`config.mk`:
```
export PLATFORM = sky130hd
export DESIGN_NAME = sign_extention
export DESIGN_NICKNAME = d
export VERILOG_FILES = /design/src/rtl/sign_extention_pkg.sv /design/src/rtl/sign_extention_core.sv /design/src/rtl/sign_extention.sv
export SDC_FILE = /design/constraint.sdc
export NUM_CORES = 1
export LEC_CHECK = 0
export ABC_AREA = 1
export ABC_CLOCK_PERIOD_IN_PS = 1200
export CAP_MARGIN = 20
export CORE_MARGIN = 2
export CORE_UTILIZATION = 36
export CTS_CLUSTER_SIZE = 14
export DETAILED_ROUTE_END_ITERATION = 10
export GPL_TIMING_DRIVEN = 0
export PLACE_DENSITY = 0.76
export SLEW_MARGIN = 20
export SYNTH_ARGS = -nofsm -noshare
export SYNTH_HDL_FRONTEND = slang
export SYNTH_SLANG_ARGS = --single-unit
export TNS_END_PERCENT = 20
```
`constraint.sdc`:
```
create_clock -name clk -period 1.2 [get_ports clk]
set_input_delay 0.24 -clock clk [delete_from_list [all_inputs] [get_ports clk]]
set_output_delay 0.24 -clock clk [all_outputs]
set_load 0.02 [all_outputs]
```
`src/rtl/sign_extention_pkg.sv`:
```
// sign_extention_pkg: extension mode encodings and default widths shared by the sign-extension slice.
package sign_extention_pkg;
    localparam int DEF_IN_W  = 16;
    localparam int DEF_OUT_W = 32;
    typedef enum logic [2:0] {
        SEXT  = 3'd0,
        ZEXT  = 3'd1,
        SEXT8 = 3'd2,
        ZEXT8 = 3'd3,
        UPPER = 3'd4
    } ext_mode_e;
endpackage

```
`src/rtl/sign_extention_core.sv`:
```
// sign_ext_core: combinational immediate extension for all modes; reserved modes give zero plus err.
module sign_ext_core
    import sign_extention_pkg::*;
#(
    parameter int IN_W  = DEF_IN_W,
    parameter int OUT_W = DEF_OUT_W
) (
    input  logic [IN_W-1:0]  in,
    input  logic [2:0]       mode,
    output logic [OUT_W-1:0] result,
    output logic             err
);
    always_comb begin
        err    = mode > UPPER;
        result = mode == SEXT  ? {{(OUT_W-IN_W){in[IN_W-1]}}, in} :
                 mode == ZEXT  ? {{(OUT_W-IN_W){1'b0}}, in} :
                 mode == SEXT8 ? {{(OUT_W-8){in[7]}}, in[7:0]} :
                 mode == ZEXT8 ? {{(OUT_W-8){1'b0}}, in[7:0]} :
                 mode == UPPER ? {in, {(OUT_W-IN_W){1'b0}}} :
                                 '0;
    end
endmodule

```
`src/rtl/sign_extention.sv`:
```
// sign_extention: combinational SEXT output plus a one-entry valid/ready register of the selected mode.
module sign_extention
    import sign_extention_pkg::*;
#(
    parameter int IN_W  = DEF_IN_W,
    parameter int OUT_W = DEF_OUT_W
) (
    input  logic             clk,
    input  logic             rst_n,
    input  logic [IN_W-1:0]  in,
    input  logic [2:0]       mode,
    input  logic             in_valid,
    input  logic             out_ready,
    output logic [OUT_W-1:0] out,
    output logic [OUT_W-1:0] out_q,
    output logic             out_valid,
    output logic             in_ready,
    output logic             mode_err
);
    if (!(OUT_W > IN_W && IN_W >= 8)) begin : g_bad_widths
        $error("sign_extention: need OUT_W > IN_W >= 8");
    end

    logic [OUT_W-1:0] result;
    logic             err;
    logic             accept;

    sign_ext_core #(.IN_W(IN_W), .OUT_W(OUT_W)) u_core (
        .in(in),
        .mode(mode),
        .result(result),
        .err(err)
    );

    assign out      = {{(OUT_W-IN_W){in[IN_W-1]}}, in};
    assign in_ready = !out_valid || out_ready;
    assign accept   = in_valid && in_ready;

    // Accept takes priority over drain so consume+accept in one cycle leaves no bubble.
    always_ff @(posedge clk or negedge rst_n) begin
        if (!rst_n) begin
            out_q     <= '0;
            out_valid <= 1'b0;
            mode_err  <= 1'b0;
        end else if (accept) begin
            out_q     <= result;
            out_valid <= 1'b1;
            mode_err  <= err;
        end else if (out_ready) begin
            out_valid <= 1'b0;
        end
    end
endmodule

```
### Word level (Yosys, flattened, before mapping)

Cells that the tools add are included.

* register bits after elaboration: 34
* logic and storage cells: 20
* output and inout port bits: 67

* equality and inequality tests: 4
* muxes and demuxes: 7
* reduce and logical (&&, ||, !) cells: 5
* order comparisons: 1

Operators with widths (count)
* 2-to-1 mux 32 bit: 5
* equality test 3 x 2 -> 1 bit, second input constant: 2
* equality test 3 x 1 -> 1 bit, second input constant: 1
* equality test 3 bit, second input constant: 1
* > comparator 3 bit, second input constant: 1
* logical NOT 3 bit: 1
* 2-to-1 mux 1 bit: 2
* nonzero test 2 bit: 1
* logical AND 1 bit: 1
* logical NOT 1 bit: 1
* logical OR 1 bit: 1

### Logic depth before layout (Yosys ltp)

Gate-level depths: netlist (run 1).

* depth after elaboration: 6
* gate-level depth with buffers: 7
* mapped depth without buffers: 5

### Modules after synthesis

Synthesis (run 1) repeated with hierarchy kept, for this count alone.

* cell total of the unflattened synthesis: 292
* area, all modules: 2213.4 sq um

Modules (own cells, without submodules)
* sign_extention: cells each 179, area an instance 1610.3 sq um, times used 1
* sign_ext_core: cells each 113, area an instance 603.1 sq um, times used 1

### Least setup slack after synthesis (run 1)

OpenSTA, ideal clock, no wires.

* path kind: reg-to-reg
* start point: reg out_valid
* end point: reg out_q[10]
* clock period less this slack: 1.421 ns
* setup time: 0.140 ns
* data arrival time: 1.280 ns
* stages on the path, launching flop included: 5
* slack: -0.221 ns
* data required time: 1.060 ns
* path through: dfrtp_1 -> nand2_1 -> nand2_2 -> nor2_1 -> a21oi_1

* cells in the longest elaborated chain, start to end: 3

RTL lines
* start: declaration: line sign_extention.sv:16 `output logic out_valid,`
* start signal: assignment: line sign_extention.sv:43 `out_valid <= 1'b0;`
* start signal: assignment: line sign_extention.sv:47 `out_valid <= 1'b1;`
* start signal: assignment: line sign_extention.sv:50 `out_valid <= 1'b0;`
* logical NOT 1 bit: line sign_extention.sv:36 `assign in_ready = !out_valid || out_ready;`
* logical OR 1 bit: line sign_extention.sv:36
* net in_ready: line sign_extention.sv:17 `output logic in_ready,`
* logical AND 1 bit: line sign_extention.sv:37 `assign accept = in_valid && in_ready;`
* end signal: assignment: line sign_extention.sv:46 `out_q <= result;`
* end: declaration: line sign_extention.sv:15 `output logic [OUT_W-1:0] out_q,`

The timed path passes the listed nets, and every way through them passes these cells.
A chain may end at the register's enable or synchronous reset.

### Worst setup path in the final report (run 1)

* start point: reg out_valid
* end point: out in_ready

* cells in the longest elaborated chain, start to end: 2

RTL lines (line)
* logical NOT 1 bit: sign_extention.sv:36
* logical OR 1 bit: sign_extention.sv:36
* end: declaration: sign_extention.sv:17

Every way passes these cells.

==> results of run 1 <==
-- final cells by class --
class | instances | share of cell area (%)
flip-flops and latches | 34 | 30.3
repair buffers | 97 | 27.0
multi-input cells | 143 | 23.9
plain buffers | 42 | 11.7
clock buffers | 7 | 3.07
well taps | 67 | 2.98
inverters | 6 | 0.890
clock inverters | 1 | 0.178
-- path summary, 6_finish.rpt --
path                        endpoint  slack (ns)
max                         in_ready       0.001
min                         out_q[3]        0.32
max reg2reg                out_q[16]        0.03
min reg2reg                 out_q[6]        0.48
max in group asynchronous  out_q[23]        0.49
min in group clk           out_q[18]        0.33
-- logic make-up after synthesis --
kind of cell / count (synthesis) / share of synthesized area (%)
AOI/OAI and AO/OA: 34 / 9.79
buffers and inverters: 48 / 18.3
DFF: 34 / 46.5
and+or+nand+nor: 109 / 25.3
-- power by group through the flow --
stage	Clock, W	Combinational (W)	Sequential [W]
detailed placement	0	0.00124	0.00141
global route	0.000922	0.00119	0.00140
finish	0.000853	0.00109	0.00139
CTS	0.000873	0.00114	0.00139
global placement	0	0.00122	0.00140
floorplan	0	0.000424	0.00160
-- state kept, by name, summed over array words and instances (netlist names) --
register   count
out_q         32
mode_err       1
out_valid      1
-- repair_timing --
item	in CTS	in global routing
cloned	0	1
resized for setup	169	40
setup endpoints to repair	100	62
setup buffers	0	6
hold endpoints to repair	5	0
hold buffers	1	0
pin swaps	0	5
-- per-layer routing --
metal	track usage [%]	wire length, um	vias up
met5	0	0	-
met4	3.51	49	0
met3	4.55	264	7
met2	29.9	2430	56
met1	23.0	2220	797
li1	-	-	904
-- synth_stat cells, drive strengths merged --
master  count  area, um2
clkbuf      1       3.75
dfrtp      34        851
o31ai       2       15.0
a21oi      24        124
nand3      18        103
nand4       1       6.26
o21ai       8       40.0
buf        41        309
nand2      60        230
nor2       29        116
inv         6       22.5
nand3b      1       7.51
-- stage by stage --
step	cells	util (%)	hold WS, ns	TNS [ns]
after floorplan	225	-	-0.0556	-0.436
after global placement	380	58.2	0.466	-67.71
after detailed placement	381	58.5	0.0855	-41.79
after CTS	390	59.8	0.324	-1.63
after global routing	397	58.4	0.349	-0.0635
final	397	58.4	0.321	0
-- worst max-delay path, delay by kind of cell, from the launching register on --
kind / cells / cell delay, ns
flops: 1 / 0.42
buf+inv: 1 / 0.13
simple gates: 1 / 0.13
-- cells in the final DEF (no fill, tap or decap) --
cell type         n
a21oi_1          23
a21oi_4           1
buf_12            1
buf_2             7
buf_4            57
buf_6             6
clkbuf_1          2
clkbuf_2         22
clkbuf_4          1
clkbuf_8          6
clkdlybuf4s15_2   9
clkinv_2          1
dfrtp_1          34
dlygate4sd2_1    32
dlygate4sd3_1     1
dlymetal6s2s_1    2
inv_1             2
inv_2             3
inv_4             1
nand2_1          56
nand2_2           2
nand2_4           2
nand3_1          17
nand3_4           1
nand3b_1          1
nand4_1           1
nor2_1           27
nor2_4            2
o21ai_0           8
o31ai_1           2
==> summary.md, run 1 <==
| Metric | Value |
|---|---|
| Latest clock arrival within the worst-skew pair | 0.28 ns |
| Tot GR Track Use | 17.6% |
| Layout Nets | 352 |
| Fmax | 834 MHz |
| Pre-antenna DRT Iters | 4 |
| Final Total Pwr | 0.00333 W |
| Max Root-Sink Buffers | 2 |
| Filler Cells Inserted | 495 |
| Register share of total power | 41.6% |
| Initial drt markers | 54 |
| Final-report hold violation count | 0 |
| CP Launch Point | out_valid |
| Critical Path Sink Type | primary output |
| MaxCap Viol Count | 0 |
| Initial antenna violation count | 0 |
| Clock Tree Root | clkbuf_8 |
| Period utilization | 99.9% |
| Area grow syn2layout | 53.8% |
| RSZ-0062 raised after global routing | true |
| Final Skew | between 0.006 and 0.007 ns |
| Placed instance area | 2820 um2 |
| # DRC | 0 |
| CTS tree | built |
| Number of global-route vias before repair | 1549 |
| First-pass GRT wire length | between 7 and 8 mm |
| CTS sink cnt | 34 |
| R2R depth | 5 |
| Final setup margin | 0.00102 ns |
| Peak supply drop | 801 uV |
| Post-Syn Nets | 248 |
| Max-slew headroom | between 70% and 80% |
| Register area | roughly 850 um2 |
| Psw | roughly 0.0011 W |
| Remaining antenna violation count | 0 |
| CP max FO | 3 |
| PortBufs | 88 |
| Num CTS Buffers | 5 |
| Final-report max-slew violation count | 0 |
| Die width | 75.3 um |
| Hold WC Path Type | in -> async |
| Combinational Power Share | 32.8% |
| Crit path cell chain | nand2_2 > buf_6 |
| Gpl congestion | about 0.80 |
| Switching share of power | between 30% and 40% |
| DRT Wirelength | 4.96 mm |
| Slowest cell delay on critical path | 0.42 ns |
| Overflow after GRT | 0 |
| Post-Syn Instances | 225 |
| Die Ht | around 75 um |
| Largest net degree at the start of global routing | 30 |
| Setup violators final | 0 |
| Cell area power density | ~1200 nW/um2 |
| Pre-CTS WS | -1.04 ns |
| CP max stage cell | dfrtp_1 |
| Core Area | between 4000 and 5000 um2 |
| Via count | between 1500 and 2000 |
| Wirelength per Cell | 12.5 um |
| Post-DP HPWL | 3.67 mm |
| Share of layout cells above drive strength 1 | 37.0% |
| Syn Area/Cell | 8.12 um2 |
| Startpoint Class | flip-flop |
| CP Class | reg -> out |
| Distinct cells, synth | 19 |
| Data required, critical path | 0.96 ns |
| Multi-input gate area | 672 um2 |
| Synth Register Bits | 34 |
| Clock transition at path regs | 0.07 ns |
| Sequential area share after synthesis | 46.5% |
| Initial core utilization | ~38% |
| Yosys warning total | 0 |
| Clock period minus final worst setup slack | 1.20 ns |
| Die footprint | approximately 5700 um2 |
| H-tree levels | 2 |
| Leak Pwr | about 1.5 nW |
| Crit path DAT | around 0.96 ns |
| Worst r2r src | out_valid |
| Tightest Pin Transition | 0.402 ns |
| Clock power share | 25.6% |
| Pint | around 0.0022 W |
| Status | complete, no violations |
| Final instance area | 2810 um2 |
| Via-to-Cell Ratio | 4.44 |
| Syn Std Cell Area | around 1800 um2 |
| Std-Cell Rows | 25 |
| # IOs | 90 |
| Ant diodes | 0 |
No activity file was read; power rests on OpenSTA's default activity.
==> inputs of run 2 (changes only) <==
CORE_UTILIZATION = 56   (was 36)
DONT_BUFFER_PORTS = 1   (was not set)
PLACE_DENSITY = 0.74   (was 0.76)
SKIP_LAST_GASP = 1   (was not set)
==> run 2 against run 1 <==
  * The run now ends with setup timing left
  * Clock power shrank 5.7%
  * Setup slack lost 0.043 ns
  * Cell area shrank 26%
  * Global-route usage grew 6.4 points
  * Critical endpoint unchanged
  * Largest power group unchanged
==> summary.md, run 2 (synthesis gave the netlist of run 1 again) <==
| Metric | Value |
|---|---|
| Status | finished with violations |
| Failing checks | setup timing |
| Via count | 1515 (-14%) |
| Setup violators final | 12 (+12) |
| RSZ-0062 raised after global routing | true |
| Critical Path Sink Type | primary output |
| Post-DP HPWL | 3.13 mm (-15%) |
| Layout Nets | 261 (-26%) |
| # DRC | 0 (unchanged) |
| Most frequent cells in the layout | nand2_1, buf_4, dfrtp_1 |
| PortBufs | 0 (-100%) |
| Die width | 61.1 um (-19%) |
| Share of layout cells above drive strength 1 | 26.8% (-10 points) |
| Fmax | 805 MHz (-3.4%) |
| Wirelength per Cell | 15.5 um (+24%) |
| Final setup margin | -0.0417 ns (-0.0427 ns) |
| Finished Core Util | 67.5% (+9.1 points) |
| Final-report max-slew violation count | 0 (unchanged) |
| Initial antenna violation count | 0 (unchanged) |
| Die footprint | 3740 um2 (-34%) |
| Startpoint Class | flip-flop |
| R2r setup slk | -0.02 ns (-0.05 ns) |
| Crit path cell chain | nand2_4 |
| Max-slew headroom | 72.6% (-0.56 points) |
| Hold WC Path Type | in -> reg |
| Ant diodes | 0 (unchanged) |
| MaxCap Viol Count | 0 (unchanged) |
| H-tree levels | 2 (unchanged) |
| WP buf/inv | 0 (-1) |
| Most common cell after layout, fill and taps aside | nand2_1 |
| Tightest Pin Transition | 0.411 ns (+0.00845 ns) |
| CTS tree | built |
| Crit path DAT | 1.00 ns (+0.04 ns) |
| Data required, critical path | 0.96 ns (about the same) |
| Clock period minus final worst setup slack | 1.24 ns (+0.0427 ns) |
| Tot GR Track Use | 24.0% (+6.4 points) |
| Final Total Pwr | 0.00298 W (-11%) |
| Initial drt markers | 94 (+74%) |
| CP max FO | 3 (unchanged) |
| Max reg flops | 32 (unchanged) |
| Biggest register | out_q |
| Num CTS Buffers | 5 (unchanged) |
| Largest regs | out_q: 32 flops, mode_err: 1 flops, out_valid: 1 flops |
| Via-to-Cell Ratio | 5.35 (+20%) |
| Area grow syn2layout | 13.6% |
| Final Skew | 0.00839 ns (+0.00233 ns) |
| DRT Wirelength | 4.40 mm (-11%) |
| Final-report hold violation count | 0 (unchanged) |
| CP Class | reg -> out |
| Gpl congestion | 0.811 (+0.86%) |
| CTS sink cnt | 34 (unchanged) |
| Die Ht | 61.1 um (-19%) |
| Leak Pwr | 1.02 nW (-31%) |
| Remaining antenna violation count | 0 (unchanged) |
| Largest net degree at the start of global routing | 35 (+17%) |
| Slowest cell delay on critical path | 0.50 ns (+0.08 ns) |
| Period utilization | 103% (+3.6 points) |
| First-pass GRT wire length | 6.48 mm (-14%) |
| Overflow after GRT | 0 (unchanged) |
| Max Root-Sink Buffers | 2 (unchanged) |
| Clock transition at path regs | 0.10 ns (+0.03 ns) |
| Peak supply drop | 783 uV (-2.2%) |
| Clock Tree Root | clkbuf_4 |
| Core Area | 3080 um2 (-36%) |
| Initial core utilization | 59.4% (+21 points) |
| CP max stage cell | dfrtp_2 |
| Number of global-route vias before repair | 1392 (-10%) |
| Cell area power density | 1440 nW/um2 (+21%) |
| Std-Cell Rows | 20 (-20%) |
| Pre-antenna DRT Iters | 4 (unchanged) |
| Latest clock arrival within the worst-skew pair | 0.33 ns (+0.05 ns) |
| Total Neg Setup Slack | -0.126 ns (-0.126 ns) |
| Cell family with most CP delay | flip-flops |
| # IOs | 90 (unchanged) |
| Post-Layout Cell Count | 283 (-29%) |
| Inst Count DP | 269 (-29%) |
## run 2: changes by cell type in the layout (fill, tap and decap cells not counted), moves of 2 or more
cell             delta
dlymetal6s2s_1      -2
clkbuf_4            +4
buf_4              -18
inv_1               +2
clkbuf_2           -22
clkdlybuf4s15_2     -9
dlygate4sd2_1      -32
o21ai_0             -5
buf_2               -6
clkbuf_8            -6
o21ai_1             +4
## run 2: area by class of cell
cell class | instances | area [um2]
Timing Repair Buffer | 6 | 60.1
Clock inverter | 1 | 30.0
Inverter | 6 | 22.5
Buffer | 42 | 328
Multi-Input combinational cell | 143 | 684
Clock buffer | 7 | 45.0
Fill cell | 269 | 1000
Sequential cell | 34 | 852
Tap cell | 44 | 55.1
## run 2: what timing repair did
action | in CTS | in global routing
setup endpoints to repair | 34 | 34
hold endpoints to repair | 34 | 0
pin swaps | 1 | 2
cloned | 0 | 0
setup buffers | 2 | 2
hold buffers | 2 | 0
resized for setup | 9 | 9
## run 2: where the power goes
group | internal (W) | switching (W)
combinational | 0.000230 | 0.000336
sequential | 0.00130 | 0.000313
clock | 0.000442 | 0.000362
## run 2: metal layers
layer	part of all wire [%]	global-route usage, %
met2	50	40.4
met1	40	29.1
met5	0	0
met4	0.73	8.70
met3	8.7	7.35
## run 2: metrics by stage
stage | hold WS [ns] | worst slack (ns) | instance area [um2]
3_5_place_dp | -0.0548 | -0.255 | 1890
2_1_floorplan | -0.0556 | -0.0309 | 1840
5_1_grt | 0.0208 | -0.104 | 2080
4_1_cts | 0.0286 | -0.0261 | 2040
3_3_place_gp | -0.0549 | -0.207 | 1890
6_report | 0.0371 | -0.0417 | 2080
## run 2: worst paths after layout
kind	end	cells past startpoint	start
worst min register to register	out_q[4]	2	out_q[4]
worst min-delay path	out_q[1]	2	in[1]
min in group asynchronous	out_q[9]	2	rst_n
worst max-delay path	in_ready	1	out_valid
max in group asynchronous	out_q[17]	2	rst_n
worst max register to register	out_q[23]	5	out_valid
